===== src/rtl/md_sequencer_pkg.sv =====
// md_sequencer_pkg: shared op codes, FSM encodings and operand helpers for the M-extension sequencer.
// Contents: func3_e (MUL..REMU), state_e (IDLE/CALC/DONE), LAST_ITER, op1_signed/op2_signed, mag.
package md_sequencer_pkg;

    typedef enum logic [2:0] {
        F_MUL    = 3'd0,
        F_MULH   = 3'd1,
        F_MULHSU = 3'd2,
        F_MULHU  = 3'd3,
        F_DIV    = 3'd4,
        F_DIVU   = 3'd5,
        F_REM    = 3'd6,
        F_REMU   = 3'd7
    } func3_e;

    typedef enum logic [1:0] {
        S_IDLE = 2'd0,
        S_CALC = 2'd1,
        S_DONE = 2'd2
    } state_e;

    localparam logic [4:0] LAST_ITER = 5'd31;

    function automatic logic op1_signed(input func3_e f);
        return f == F_MULH || f == F_MULHSU || f == F_DIV || f == F_REM;
    endfunction

    function automatic logic op2_signed(input func3_e f);
        return f == F_MULH || f == F_DIV || f == F_REM;
    endfunction

    function automatic logic [31:0] mag(input logic [31:0] x, input logic sgn);
        return (sgn && x[31]) ? -x : x;
    endfunction

endpackage


===== src/rtl/md_shift_core.sv =====
// md_shift_core: 32-step iterative shift-add multiplier / restoring divider on unsigned magnitudes.
// Ports: clk, rstn (async active-low); load latches a/b/is_div and clears the accumulator;
//        step performs one iteration; hi/lo hold product {hi,lo} or remainder hi / quotient lo.
module md_shift_core (
    input  logic        clk,
    input  logic        rstn,
    input  logic        load,
    input  logic        step,
    input  logic        is_div,
    input  logic [31:0] a,
    input  logic [31:0] b,
    output logic [31:0] hi,
    output logic [31:0] lo
);
    logic [31:0] b_q;
    logic        div_q;
    logic [32:0] trial;
    logic [32:0] sum;

    // Remainder stays below the divisor, so a borrow shows up in bit 32 of the trial.
    always_comb begin
        trial = {hi, lo[31]} - {1'b0, b_q};
        sum   = {1'b0, hi} + (lo[0] ? {1'b0, b_q} : 33'd0);
    end

    always_ff @(posedge clk or negedge rstn) begin
        if (!rstn) begin
            hi    <= '0;
            lo    <= '0;
            b_q   <= '0;
            div_q <= 1'b0;
        end else if (load) begin
            hi    <= '0;
            lo    <= a;
            b_q   <= b;
            div_q <= is_div;
        end else if (step) begin
            if (div_q) begin
                hi <= trial[32] ? {hi[30:0], lo[31]} : trial[31:0];
                lo <= {lo[30:0], ~trial[32]};
            end else begin
                hi <= sum[32:1];
                lo <= {sum[0], lo[31:1]};
            end
        end
    end
endmodule


===== src/rtl/md_sequencer.sv =====
// md_sequencer: RISC-V M-extension multiply/divide sequencer (IDLE -> CALC x32 -> DONE).
// Ports: clk, rstn (async active-low); md_req/md_func3/md_op1/md_op2/md_rd issue an op;
//        md_flush kills it; md_busy stalls decode; md_done pulses with md_result/md_wr_regindex.
// Build option: MD_FAST_MUL_EN gives all multiplies a single-cycle 33x33 path (accept -> DONE).
module md_sequencer
    import md_sequencer_pkg::*;
(
    input  logic        clk,
    input  logic        rstn,
    input  logic        md_req,
    input  logic [2:0]  md_func3,
    input  logic [31:0] md_op1,
    input  logic [31:0] md_op2,
    input  logic [4:0]  md_rd,
    input  logic        md_flush,
    output logic        md_busy,
    output logic        md_done,
    output logic [31:0] md_result,
    output logic [4:0]  md_wr_regindex
);
    state_e      state, state_nx;
    logic [4:0]  cnt;
    func3_e      f3_q;
    logic [4:0]  rd_q;
    logic        s1_q, s2_q, skip_q;
    logic [31:0] sp_res_q;
    func3_e      f3_in;
    logic        s1_in, s2_in, is_div, div_zero, div_ovf, accept, skip_in;
    logic [31:0] a_mag, b_mag, sp_div, sp_res_in, hi, lo, quo, rem, calc_res;
    logic [63:0] prod;

    always_comb begin
        f3_in    = func3_e'(md_func3);
        s1_in    = op1_signed(f3_in) & md_op1[31];
        s2_in    = op2_signed(f3_in) & md_op2[31];
        a_mag    = mag(md_op1, op1_signed(f3_in));
        b_mag    = mag(md_op2, op2_signed(f3_in));
        is_div   = md_func3[2];
        div_zero = md_op2 == 32'd0;
        div_ovf  = (f3_in == F_DIV || f3_in == F_REM) && md_op1 == 32'h8000_0000 && &md_op2;
        accept   = state == S_IDLE && md_req && !md_flush;
        sp_div   = div_zero ? (md_func3[1] ? md_op1 : 32'hFFFF_FFFF)
                            : (md_func3[1] ? 32'd0 : 32'h8000_0000);
    end

`ifdef MD_FAST_MUL_EN
    logic signed [65:0] fast_p;
    always_comb begin
        fast_p    = $signed({s1_in, md_op1}) * $signed({s2_in, md_op2});
        skip_in   = is_div ? (div_zero || div_ovf) : 1'b1;
        sp_res_in = is_div ? sp_div : (f3_in == F_MUL ? fast_p[31:0] : fast_p[63:32]);
    end
`else
    always_comb begin
        skip_in   = is_div && (div_zero || div_ovf);
        sp_res_in = sp_div;
    end
`endif

    md_shift_core u_core (
        .clk    (clk),
        .rstn   (rstn),
        .load   (accept),
        .step   (state == S_CALC),
        .is_div (is_div),
        .a      (a_mag),
        .b      (b_mag),
        .hi     (hi),
        .lo     (lo)
    );

    always_ff @(posedge clk or negedge rstn) begin
        if (!rstn)
            state <= S_IDLE;
        else
            state <= state_nx;
    end

    always_comb begin
        state_nx = md_flush           ? S_IDLE :
                   state == S_IDLE    ? (md_req ? (skip_in ? S_DONE : S_CALC) : S_IDLE) :
                   state == S_CALC    ? (cnt == LAST_ITER ? S_DONE : S_CALC) : S_IDLE;
    end

    always_ff @(posedge clk or negedge rstn) begin
        if (!rstn) begin
            cnt      <= '0;
            f3_q     <= F_MUL;
            rd_q     <= '0;
            s1_q     <= 1'b0;
            s2_q     <= 1'b0;
            skip_q   <= 1'b0;
            sp_res_q <= '0;
        end else begin
            cnt <= (state == S_CALC && !md_flush) ? cnt + 5'd1 : 5'd0;
            if (accept) begin
                f3_q     <= f3_in;
                rd_q     <= md_rd;
                s1_q     <= s1_in;
                s2_q     <= s2_in;
                skip_q   <= skip_in;
                sp_res_q <= sp_res_in;
            end
        end
    end

    // Sign fixup: product/quotient negative iff operand signs differ, remainder follows dividend.
    always_comb begin
        prod     = (s1_q ^ s2_q) ? -{hi, lo} : {hi, lo};
        quo      = (s1_q ^ s2_q) ? -lo : lo;
        rem      = s1_q ? -hi : hi;
        calc_res = f3_q == F_MUL ? prod[31:0] : !f3_q[2] ? prod[63:32] : !f3_q[1] ? quo : rem;
        md_done        = state == S_DONE && !md_flush;
        md_result      = md_done ? (skip_q ? sp_res_q : calc_res) : 32'd0;
        md_wr_regindex = md_done ? rd_q : 5'd0;
        md_busy        = rstn && (state == S_CALC || accept);
    end
endmodule

===== config.mk =====
export PLATFORM = sky130hd
export DESIGN_NAME = md_sequencer
export DESIGN_NICKNAME = d
export VERILOG_FILES = /design/src/rtl/md_sequencer_pkg.sv /design/src/rtl/md_shift_core.sv /design/src/rtl/md_sequencer.sv
export SDC_FILE = /design/constraint.sdc
export NUM_CORES = 1
export LEC_CHECK = 0
export CAP_MARGIN = 0
export CORE_MARGIN = 2
export CORE_UTILIZATION = 30
export DETAILED_ROUTE_END_ITERATION = 7
export SYNTH_ARGS = -nofsm -noshare
export SYNTH_HDL_FRONTEND = slang
export SYNTH_SLANG_ARGS = --single-unit

===== constraint.sdc =====
create_clock -name clk -period 8.93 [get_ports clk]
set_input_delay 1.3395 -clock clk [delete_from_list [all_inputs] [get_ports clk]]
set_output_delay 1.3395 -clock clk [all_outputs]
set_load 0.1 [all_outputs]

* Word level (Yosys, flattened, before mapping)
Index checks and enable logic that the tools add are counted.
** Word-level totals
- Input bits :: 76
- Latch bits :: 0
- Logic and storage cells :: 85
- Memory bits (read-only) :: 0
- Memory bits (writable) :: 0
- Register bits after elaboration :: 147
- Memories kept :: 0
** Operators by class
- Multipliers :: 0
- Eq/ne operators :: 8
- Shifts and indexed selects :: 0
- Bitwise logic cells :: 4
- Divide/modulo/power cells :: 0
- $lt $le $gt $ge :: 0
- Reduce and logical (&&, ||, !) cells :: 24
- Add/sub/neg operators :: 8
- Mux-type cells :: 29
** Operator list (number)
- 32-bit two-way mux :: 20
- 32-bit negator :: 4
- 64-bit two-way mux :: 1
- 64-bit negator :: 1
- 32-bit by 33-bit adder with 33-bit output :: 1
- 33-bit by 32-bit subtractor with 33-bit output :: 1
- 32-bit == test (second input constant) :: 1
- 32-bit zero test :: 1
- 32-bit AND reduction :: 1
- 2-bit two-way mux :: 6
- 1-bit logical AND :: 10
- 5-bit two-way mux :: 2
- 1-bit logical OR :: 8
- 3-bit == test (second input constant) :: 2
- 5-bit by 1-bit adder with 5-bit output (second input constant) :: 1
- 5-bit == test (second input constant) :: 1
- 3-bit by 1-bit == test with 1-bit output (second input constant) :: 1
- 3-bit by 2-bit == test with 1-bit output (second input constant) :: 1
- 3-bit zero test :: 1
- 1-bit bitwise AND :: 2
- 2-bit by 1-bit == test with 1-bit output (second input constant) :: 1
- 2-bit == test (second input constant) :: 1
- 2-bit zero test :: 1
- 2-bit nonzero test :: 1
- 3 further kinds :: 3

* Depth between registers and ports, before layout
Gate-level depths: netlist of run 1.
- Word-level depth :: 10
- Depth in mapped cells :: 15
- Gate-level depth less buffers :: 13

* Hierarchy
A second synthesis of run 1 with hierarchy kept.
** Second synthesis, totals
- Cells, all modules :: 2007
- Area, all modules :: 15077.0 µm²
** Modules (own cells, without submodules)
- md_shift_core :: times used 1, area each 8066.5 µm², cells an instance 986, sequential area each 2427.3 µm²
- md_sequencer :: times used 1, area each 7010.5 µm², cells an instance 1021, sequential area each 1251.2 µm²

* Worst setup path before layout of run 1
Ideal clock, no wire load.
- Kind :: input to output
- From :: in md_flush
- To :: out md_result[25]
- Setup slack :: 1883 ps
- Stages :: 6
- Arrival time :: 5707 ps
- Path through :: clkbuf_1 nor2_1 nand2_1 inv_1 nand2_1 o311ai_0
** On the way
- Longest elaborated chain between the ends :: 3
** Ends and longest elaborated chain
- start: declaration :: RTL line md_sequencer.sv:15 : input logic md_flush,
- 1-bit zero test :: RTL line md_sequencer.sv:113 : md_done = state == S_DONE && !md_flush;
- 1-bit logical AND :: RTL line md_sequencer.sv:113
- 32-bit two-way mux :: RTL line md_sequencer.sv:114 : md_result = md_done ? (skip_q ? sp_res_q : calc_res) : 32'd0;
- end: declaration :: RTL line md_sequencer.sv:18 : output logic [31:0] md_result,
No other way between the ends.

* Final worst setup path of run 1
- From :: reg u_core.lo[0]
- To :: out md_result[14]
** On the way
- Longest elaborated chain between the ends :: 7
- Elaborated cells between the ends (all ways) :: 9
** Ends and longest elaborated chain
- start: declaration :: RTL line md_shift_core.sv:13 : output logic [31:0] lo
- start signal: assignment :: RTL line md_shift_core.sv:40 : lo <= {lo[30:0], ~trial[32]};
- start signal: assignment :: RTL line md_shift_core.sv:43 : lo <= {sum[0], lo[31:1]};
- 32-bit negator :: RTL line md_sequencer.sv:110 : quo = (s1_q ^ s2_q) ? -lo : lo;
- 32-bit two-way mux :: RTL line md_sequencer.sv:110
- 32-bit two-way mux (2 in series) :: RTL line md_sequencer.sv:112 : calc_res = f3_q == F_MUL ? prod[31:0] : !f3_q[2] ? prod[63:32] : !f3_q[1] ? quo : rem;
- 32-bit two-way mux * :: RTL line md_sequencer.sv:112
- 32-bit two-way mux * (2 in series) :: RTL line md_sequencer.sv:114
Mark *: on every way between the ends. The rest lies on a longest branch, timed or not.

==> out/qor.txt, run 1 <==
# setup viols final: 0
HPWL after DPL: 42,100 um
Period utilization: 75.0%
R2R Path Start: u_core.lo[31]
Setup ws final: 2.23 ns
Post-synth top area cell: dfrtp_1
Hold Vio Cnt, Final: 0
CTS Buffer Depth: 2
CTS tree: done
Worst skew pair latency: 0.46 ns
Slew @ Worst Pin: 1.29 ns
PwrDens: 289 mW/mm^2
Worst Hold Class: flop to flop
Critical Path End Type: output pin
DRC Markers: 0
Post-Place Worst Slack: 2.45 ns
Yosys reg bits: 146
RSZ-0062 raised after global routing: false
Post-detailed-route count of antenna-violating nets: 0
Layout area overhead: 15.2%
# Post-CTS Setup Buffers: 0
Ant. Diodes: 0
Fin crit period: 6.70 ns
Yosys cell types: 76
Largest net degree at the start of global routing: 176
Warnings, synthesis: 0
Met1 Use GR: 29.7%
Via Count: 15,100
Final Skew: 0.0182 ns
CTS-repair resized insts: 0
Max_cap viols: 0
Worst EP required: 7.59 ns
Final nets: 2,132
Critical Path AT: 5.36 ns
DR pass1 iterations: 5
Clock Sinks: 146
Total grt overflow: 0
Post-synth ARST share: 100%
Fillers: 5,116
Outcome: finished, final reports clean
Peak supply drop: 0.171 mV
# rows: 81
Max-slew headroom: 13.5%
Total Neg Setup Slack: 0 ns
Number of global-route vias before repair: 14,400
Syn_nets: 2,119
CTS Hold Bufs: 0
Ys flop type: dfrtp_1
GRT busiest layer: met2
Htree depth: 4
Pins Over Slew Limit: 0
FF+latch area: 0.00365 sq mm
Hold_sp: cnt[0]
Core Region: 0.0490 sq mm
WL per Instance: 20.9 um
Vias per inst: 5.68
Global-route wire length before repair: 85,700 um
Total CTS buffers: 17
Port Buffer Count: 114
Count leader, synth: nand2_1
Multi-input gate area: 0.0104 sq mm
Clock Root Buffer: clkbuf_16
Met3 usage in global routing: 3.69%
Routed wire length: 55,600 um
Fmax: 0.149 GHz
Chip Width: 227 um
CP Class: flop to output pin
Clock slew at reported path FFs: 0.06 ns
CP startpoint: u_core.lo[0]
Share of post-route cells with drive strength above 1: 5.26%
Yosys top cell area share: 24.6%
Synth area leaders: dfrtp_1, o21ai_0, nand2_1, ha_1, xnor2_1
I/O pin count: 115
Top cells by count, synth: nand2_1, o21ai_0, a21oi_1
Initial core utilization: 30.4%
Number of enable flip-flop cells after synthesis: 0
Initial antenna violation count: 0
GPL Wtd Cong: 0.931
Gr usage total: 21.7%
Die ar.: 0.0514 sq mm
Worst-path maximum fanout: 31
Startpoint type of the worst setup path: flop
Post-synthesis sequential area ratio: 24.6%
Die Height: 227 um
Met2 usage: 34.4%
Tot Pwr: 4950 uW
Mapped Cells: 1,970
Pleak: 0.00692 uW
Initial DRC count: 1,409
Synthesized area per cell: 7.55 sq um
Synthesized cell area: 0.0149 sq mm
==> flip-flops by register name (all words and copies together), names as in the netlist, 2 cells and up <==
register,cells
u_core.b_q,32
cnt,5
f3_q,2
u_core.lo,32
u_core.hi,32
state,2
rd_q,5
sp_res_q,32
==> layer usage <==
layer | wire length, um | vias to the layer above
li1 | - | 7101
met1 | 24900 | 7323
met2 | 25300 | 591
met3 | 3730 | 91
met4 | 1670 | 0
met5 | 0 | -
==> cells in the final DEF, fill, tap and decap left out, types with 41 or more instances in the layout <==
master,count
nand2_1,242
o21ai_0,184
a21oi_1,158
nor2_1,147
dfrtp_1,145
clkdlybuf4s50_1,113
xnor2_1,97
xor2_1,97
inv_1,73
ha_1,71
mux2i_1,52
nor3_1,51
nor2b_1,41
==> power breakdown <==
group / internal, uW / switching (uW)
registers: 808 / 367
clock network: 507 / 299
logic: 1180 / 1790
==> kinds of logic after synthesis <==
group	count (synthesis)	synth area share, %
multiplexers	58	3.95
adder cells (fa/ha/maj)	73	6.24
XOR/XNOR	197	11.6
AND/OR/NAND/NOR	654	20.8
buffers and inverters	213	5.57
AO/OA/AOI/OAI	629	27.3
flip-flops	146	24.6
==> final timing paths <==
kind,slack (ns),endpoint,cells after the start
min in group asynchronous,0.93,sp_res_q[21],1
max reg2reg,4.22,u_core.hi[18],13
min,0.46,cnt[0],1
max in group asynchronous,6.41,u_core.div_q,2
max,2.23,md_result[14],12
min reg2reg,0.46,cnt[0],1
==> layout make-up <==
| cell class | instances | area share [%] |
|---|---|---|
| Tap cell | 664 | 4.85 |
| Sequential cell | 146 | 21.3 |
| Inverter | 74 | 1.62 |
| Clock buffer | 21 | 2.69 |
| Multi-Input combinational cell | 1611 | 60.9 |
| Clock inverter | 10 | 1.06 |
| Timing Repair Buffer | 133 | 7.57 |
==> worst max-delay path, cell delays in order, from the launching register on <==
cell             delay [ns]
dfrtp_1                0.48
inv_1                  0.09
buf_4                  0.32
ha_1                   0.28
nand2b_1               0.10
nand2b_1               0.24
nand4b_1               0.67
nor2_1                 0.52
nor2_1                 0.11
xor2_1                 0.18
a222oi_1               0.74
a21oi_1                0.17
clkdlybuf4s50_1        1.00
==> metrics by stage <==
stage	hold slack (ns)	cell area [sq um]	cells	util, %
2_1_floorplan	0.433	14900	1970	-
3_3_place_gp	0.453	16500	2628	33.7
3_5_place_dp	0.455	16500	2628	33.7
4_1_cts	0.466	17100	2659	35.0
5_1_grt	0.491	17100	2659	35.0
6_report	0.464	17100	2659	35.0
Note: power is estimated with default switching activity, not from simulation.
==> inputs of run 2 (changes only) <==
- clock period: 8.93 -> 5.8 ns (I/O delays scaled with it)
==> run 2 against run 1 <==
Compared with the run above: non-clock buffer count increased by 18; largest cell class unchanged; cell area hardly changed; combinational power up 57%; clock skew down 0.0034 ns; setup slack got worse by 1.6 ns; final cell count rose by 0.71%; via count is 0.59% higher; worst hold slack got worse by 0.12 ns; sequential power up 47%.
==> out/qor.txt, run 2 (synthesis results as in run 1) <==
Global-route wire length before repair: 87,000 um
Via Count: 15,200
Routed wire length: 56,300 um
Clock Root Buffer: clkbuf_16
Total CTS buffers: 17
Ant. Diodes: 0
Fillers: 5,173
WL per Instance: 21.0 um
Max_cap viols: 0
WHS: 0.343 ns
Initial core utilization: 30.4%
Die ar.: 0.0514 sq mm
CTS Hold Bufs: 0
Multi-input gate area: 0.0104 sq mm
I/O pin count: 115
Gr usage total: 22.0%
Largest net degree at the start of global routing: 74
# rows: 81
Die Height: 227 um
Max-slew headroom: 29.3%
Worst skew pair latency: 0.46 ns
Port Buffer Count: 114
Worst-path maximum fanout: 13
Final Skew: 0.0148 ns
HPWL after DPL: 42,600 um
FF+latch area: 0.00365 sq mm
Vias per inst: 5.67
FF-to-FF setup slack: 1.51 ns
Critical Path AT: 4.30 ns
Core Region: 0.0490 sq mm
FF-to-FF path depth: 14
CP top delay family: simple AND/OR/NAND/NOR gates
Initial antenna violation count: 1
# Post-CTS Setup Buffers: 0
Peak supply drop: 0.241 mV
Htree depth: 4
Slew @ Worst Pin: 1.06 ns
Commonest non-fill, non-tap cells in the layout: nand2_1, o21ai_0, a21oi_1
Fmax: 0.193 GHz
Worst EP required: 4.93 ns
Startpoint type of the worst setup path: flop
Crit-path max cell delay: 0.66 ns
PwrDens: 443 mW/mm^2
CTS-repair resized insts: 0
Period utilization: 89.2%
Layout area overhead: 15.3%
CP Class: flop to output pin
Worst Path Buf+Inv: 1
Met2 wire length: 25,200 um
Hold Vio Cnt, Final: 0
Initial DRC count: 1,400
Worst r2r dst: u_core.hi[29]
Crit-path cells: or4_1, nor3_1, nand4b_1, o41ai_1, xnor2_1, a211oi_1, nor2_1, buf_4
Pins Over Slew Limit: 0
Worst path slowest cell: a211oi_1
GPL Wtd Cong: 0.956
Worst Hold Class: input pin to async pin
Pleak: 0.00706 uW
Max layer used: met5
Met1 wire length: 25,100 um
Critical Path End Type: output pin
Total grt overflow: 0
CTS tree: done
Chip Width: 227 um
R2R Path Start: u_core.lo[0]
DR pass1 iterations: 6
DRC Markers: 0
Post-detailed-route count of antenna-violating nets: 0
Share of post-route cells with drive strength above 1: 7.85%
Met3 routed WL: 3900 um
RSZ-0062 raised after global routing: false
# setup viols final: 0
Total Neg Setup Slack: 0 ns
Outcome: finished, final reports clean
Clock Sinks: 146
Final nets: 2,150
Number of global-route vias before repair: 14,800
Leading cell type in the layout, fill and taps excluded: nand2_1
Fin crit period: 5.17 ns
Clock slew at reported path FFs: 0.07 ns
CTS Buffer Depth: 2
## run 2: cell types whose count changed in the layout (fill, tap and decap cells not counted), sizes merged
| cell | before | now |
|---|---|---|
| bufinv | 5 | 3 |
| buf | 20 | 71 |
| clkdlybuf4s50 | 113 | 80 |
| clkbuf | 21 | 19 |
| inv | 73 | 77 |
| clkinvlp | 1 | 2 |
## run 2: area by class of cell
| class | instances | area share (%) |
|---|---|---|
| timing repair buffer | 151 | 7.80 |
| clock buffer | 19 | 2.58 |
| inverter | 74 | 1.62 |
| tap | 664 | 4.84 |
| multi-input combinational | 1611 | 60.8 |
| sequential | 146 | 21.3 |
| clock inverter | 13 | 1.01 |
## run 2: report_power, final
group	switching, uW	internal [uW]
Sequential	475	1240
Clock	516	696
Combinational	2810	1860
Total	3810	3800
## run 2: worst register-to-register path: stages, from the launching register on
cell and delay [ns]:
dfrtp_1 0.48, inv_1 0.12, buf_4 0.33, nor2_1 0.11, ha_1 0.37, nand2_1 0.09, a211oi_1 0.37, o2111ai_1 0.20
buf_4 0.20, a2111oi_0 0.88, nor3_1 0.26, o31ai_1 0.33, xor2_1 0.11, a22oi_1 0.15, o21ai_0 0.12
## run 2: worst max-delay path by stage
stage                              from       endpoint  slack (ns)  cells past startpoint
after floorplan            u_core.lo[0]  md_result[20]        0.36                     13
after global placement         md_flush  md_result[24]        1.01                      8
after detailed placement       md_flush  md_result[24]        0.93                      8
after CTS                 u_core.lo[18]  md_result[14]        0.83                      9
after global routing      u_core.lo[12]  md_result[26]        0.43                      8
final                     u_core.lo[17]  md_result[26]        0.63                      8
## run 2: per-layer routing
| metal | vias up | GRT usage, % |
|---|---|---|
| li1 | 7139 | - |
| met4 | 2 | 8.93 |
| met1 | 7290 | 30.0 |
| met2 | 650 | 34.7 |
| met5 | - | 0 |
| met3 | 114 | 3.20 |
## run 2: stage by stage
step / instances / cell area, sq um / utilization (%) / setup WS, ns / power (uW)
2_1_floorplan: 1970 / 14900 / - / 0.359 / 4960
3_3_place_gp: 2646 / 16500 / 33.8 / 1.01 / 6250
3_5_place_dp: 2646 / 16500 / 33.8 / 0.927 / 6280
4_1_cts: 2678 / 17200 / 35.0 / 0.833 / 7520
5_1_grt: 2678 / 17200 / 35.0 / 0.428 / 8130
6_report: 2678 / 17200 / 35.0 / 0.627 / 7600
==> inputs of run 3 (changes only) <==
- SETUP_SLACK_MARGIN: unset -> 0.5
- SKIP_LAST_GASP: unset -> 1
==> run 3 against run 2 <==
Compared with the run above: worst hold slack better by 0.13 ns; clock skew is 0.0042 ns lower; maximum frequency is 4.0% higher; critical path depth is 2 higher; largest cell class unchanged; count of clock-buffer cells in the layout is 2 lower; die area stayed put; sequential cell count stayed put; utilization is 0.056 points lower; clock power is 9% lower; sequential power hardly changed.
==> out/qor.txt, run 3 (synthesis results as in run 1) <==
Leading cell type in the layout, fill and taps excluded: nand2_1
Pleak: 0.00704 uW
Clock Sinks: 146
Startpoint type of the worst setup path: flop
I/O pin count: 115
# rows: 81
Slew @ Worst Pin: 1.06 ns
Vias per inst: 5.69
Total CTS buffers: 17
WL per Instance: 21.0 um
Worst-path maximum fanout: 12
HPWL after DPL: 42,500 um
Worst skew pair latency: 0.46 ns
GPL Wtd Cong: 0.969
Final Skew: 0.0106 ns
Critical Path AT: 4.10 ns
Largest net degree at the start of global routing: 81
Peak supply drop: 0.227 mV
Layout area overhead: 15.1%
Htree depth: 4
Tot Pwr: 7510 uW
Outcome: finished, final reports clean
Ant. Diodes: 0
Worst Hold Class: input pin to async pin
Fin crit period: 4.97 ns
Post-Place Worst Slack: 0.987 ns
CTS Hold Bufs: 0
DRC Markers: 0
Global-route wire length before repair: 86,200 um
Fin util: 35.0%
Number of global-route vias before repair: 14,600
Fillers: 5,105
Pins Over Slew Limit: 0
Initial antenna violation count: 0
Post-detailed-route count of antenna-violating nets: 0
Die ar.: 0.0514 sq mm
Share of post-route cells with drive strength above 1: 7.99%
Port Buffer Count: 114
Hold Vio Cnt, Final: 0
Final nets: 2,151
# setup viols final: 0
Core Region: 0.0490 sq mm
# Post-CTS Setup Buffers: 0
Clock slew at reported path FFs: 0.06 ns
CP Class: flop to output pin
Fmax: 0.201 GHz
Gr usage total: 21.8%
Initial DRC count: 1,466
Initial core utilization: 30.4%
Via Count: 15,200
CTS Buffer Depth: 2
Total Neg Setup Slack: 0 ns
CTS-repair resized insts: 0
Area post-placement: 0.0166 sq mm
Routed wire length: 56,200 um
Total grt overflow: 0
Clock Root Buffer: clkbuf_16
Max_cap viols: 0
RSZ-0062 raised after global routing: false
Commonest non-fill, non-tap cells in the layout: nand2_1, o21ai_0, a21oi_1
Period utilization: 85.8%
Die Height: 227 um
Chip Width: 227 um
PwrDens: 439 mW/mm^2
Critical Path End Type: output pin
Setup ws final: 0.826 ns
CTS tree: done
Worst EP required: 4.93 ns
Final instance area: 0.0171 sq mm
Max-slew headroom: 29.4%
DR pass1 iterations: 5
## run 3: changes by cell type in the layout (fill, tap and decap cells not counted), sizes merged
cell      before  now
inv           77   76
clkbuf        19   17
buf           71   72
clkinv         5    8
clkinvlp       2    3
bufinv         3    1
## run 3: cell type report
class / count / area [sq um] / area share, %
multi-input combinational: 1611 / 10400 / 61.0
inverter: 74 / 278 / 1.62
tap: 664 / 831 / 4.85
timing repair buffer: 152 / 1360 / 7.93
clock buffer: 17 / 425 / 2.48
sequential: 146 / 3650 / 21.3
clock inverter: 14 / 133 / 0.774
## run 3: metrics by stage
| stage | hold slack [ns] | instances |
|---|---|---|
| 2_1_floorplan | 0.433 | 1970 |
| 3_3_place_gp | 0.452 | 2647 |
| 3_5_place_dp | 0.455 | 2647 |
| 4_1_cts | 0.471 | 2678 |
| 5_1_grt | 0.493 | 2678 |
| 6_report | 0.468 | 2678 |
## run 3: worst max-delay path, stage by stage, from the launching register on
cell      delay, ns
dfrtp_1        0.46
nor4_1         0.42
nor4bb_1       0.59
nand4_1        0.16
buf_4          0.23
o31ai_1        0.28
xor2_1         0.29
o21ai_0        0.14
a221oi_1       0.67
nor2_1         0.13
buf_4          0.27
## run 3: worst paths after layout
check	endpoint	cells past startpoint	from	slack, ns
min in group clk	rd_q[1]	2	rd_q[1]	0.47
max in group asynchronous	u_core.div_q	2	rstn	3.80
min reg2reg	rd_q[1]	2	rd_q[1]	0.47
min	sp_res_q[21]	1	rstn	0.47
max reg2reg	u_core.hi[29]	13	u_core.lo[0]	1.51
max	md_result[19]	10	u_core.lo[12]	0.83
## run 3: per-layer routing
metal | up-vias | share of wire, % | global-route usage, %
met1 | 7347 | 45 | 29.5
met5 | - | 0 | 0
li1 | 7143 | - | -
met3 | 114 | 6.8 | 3.63
met4 | 0 | 3.8 | 8.87
met2 | 634 | 45 | 34.2
## run 3: power breakdown
part | leakage, uW | internal (uW) | switching [uW] | total [uW]
registers | 0.00186 | 1240 | 474 | 1720
clock network | 0.000266 | 592 | 508 | 1100
logic | 0.00491 | 1860 | 2830 | 4700
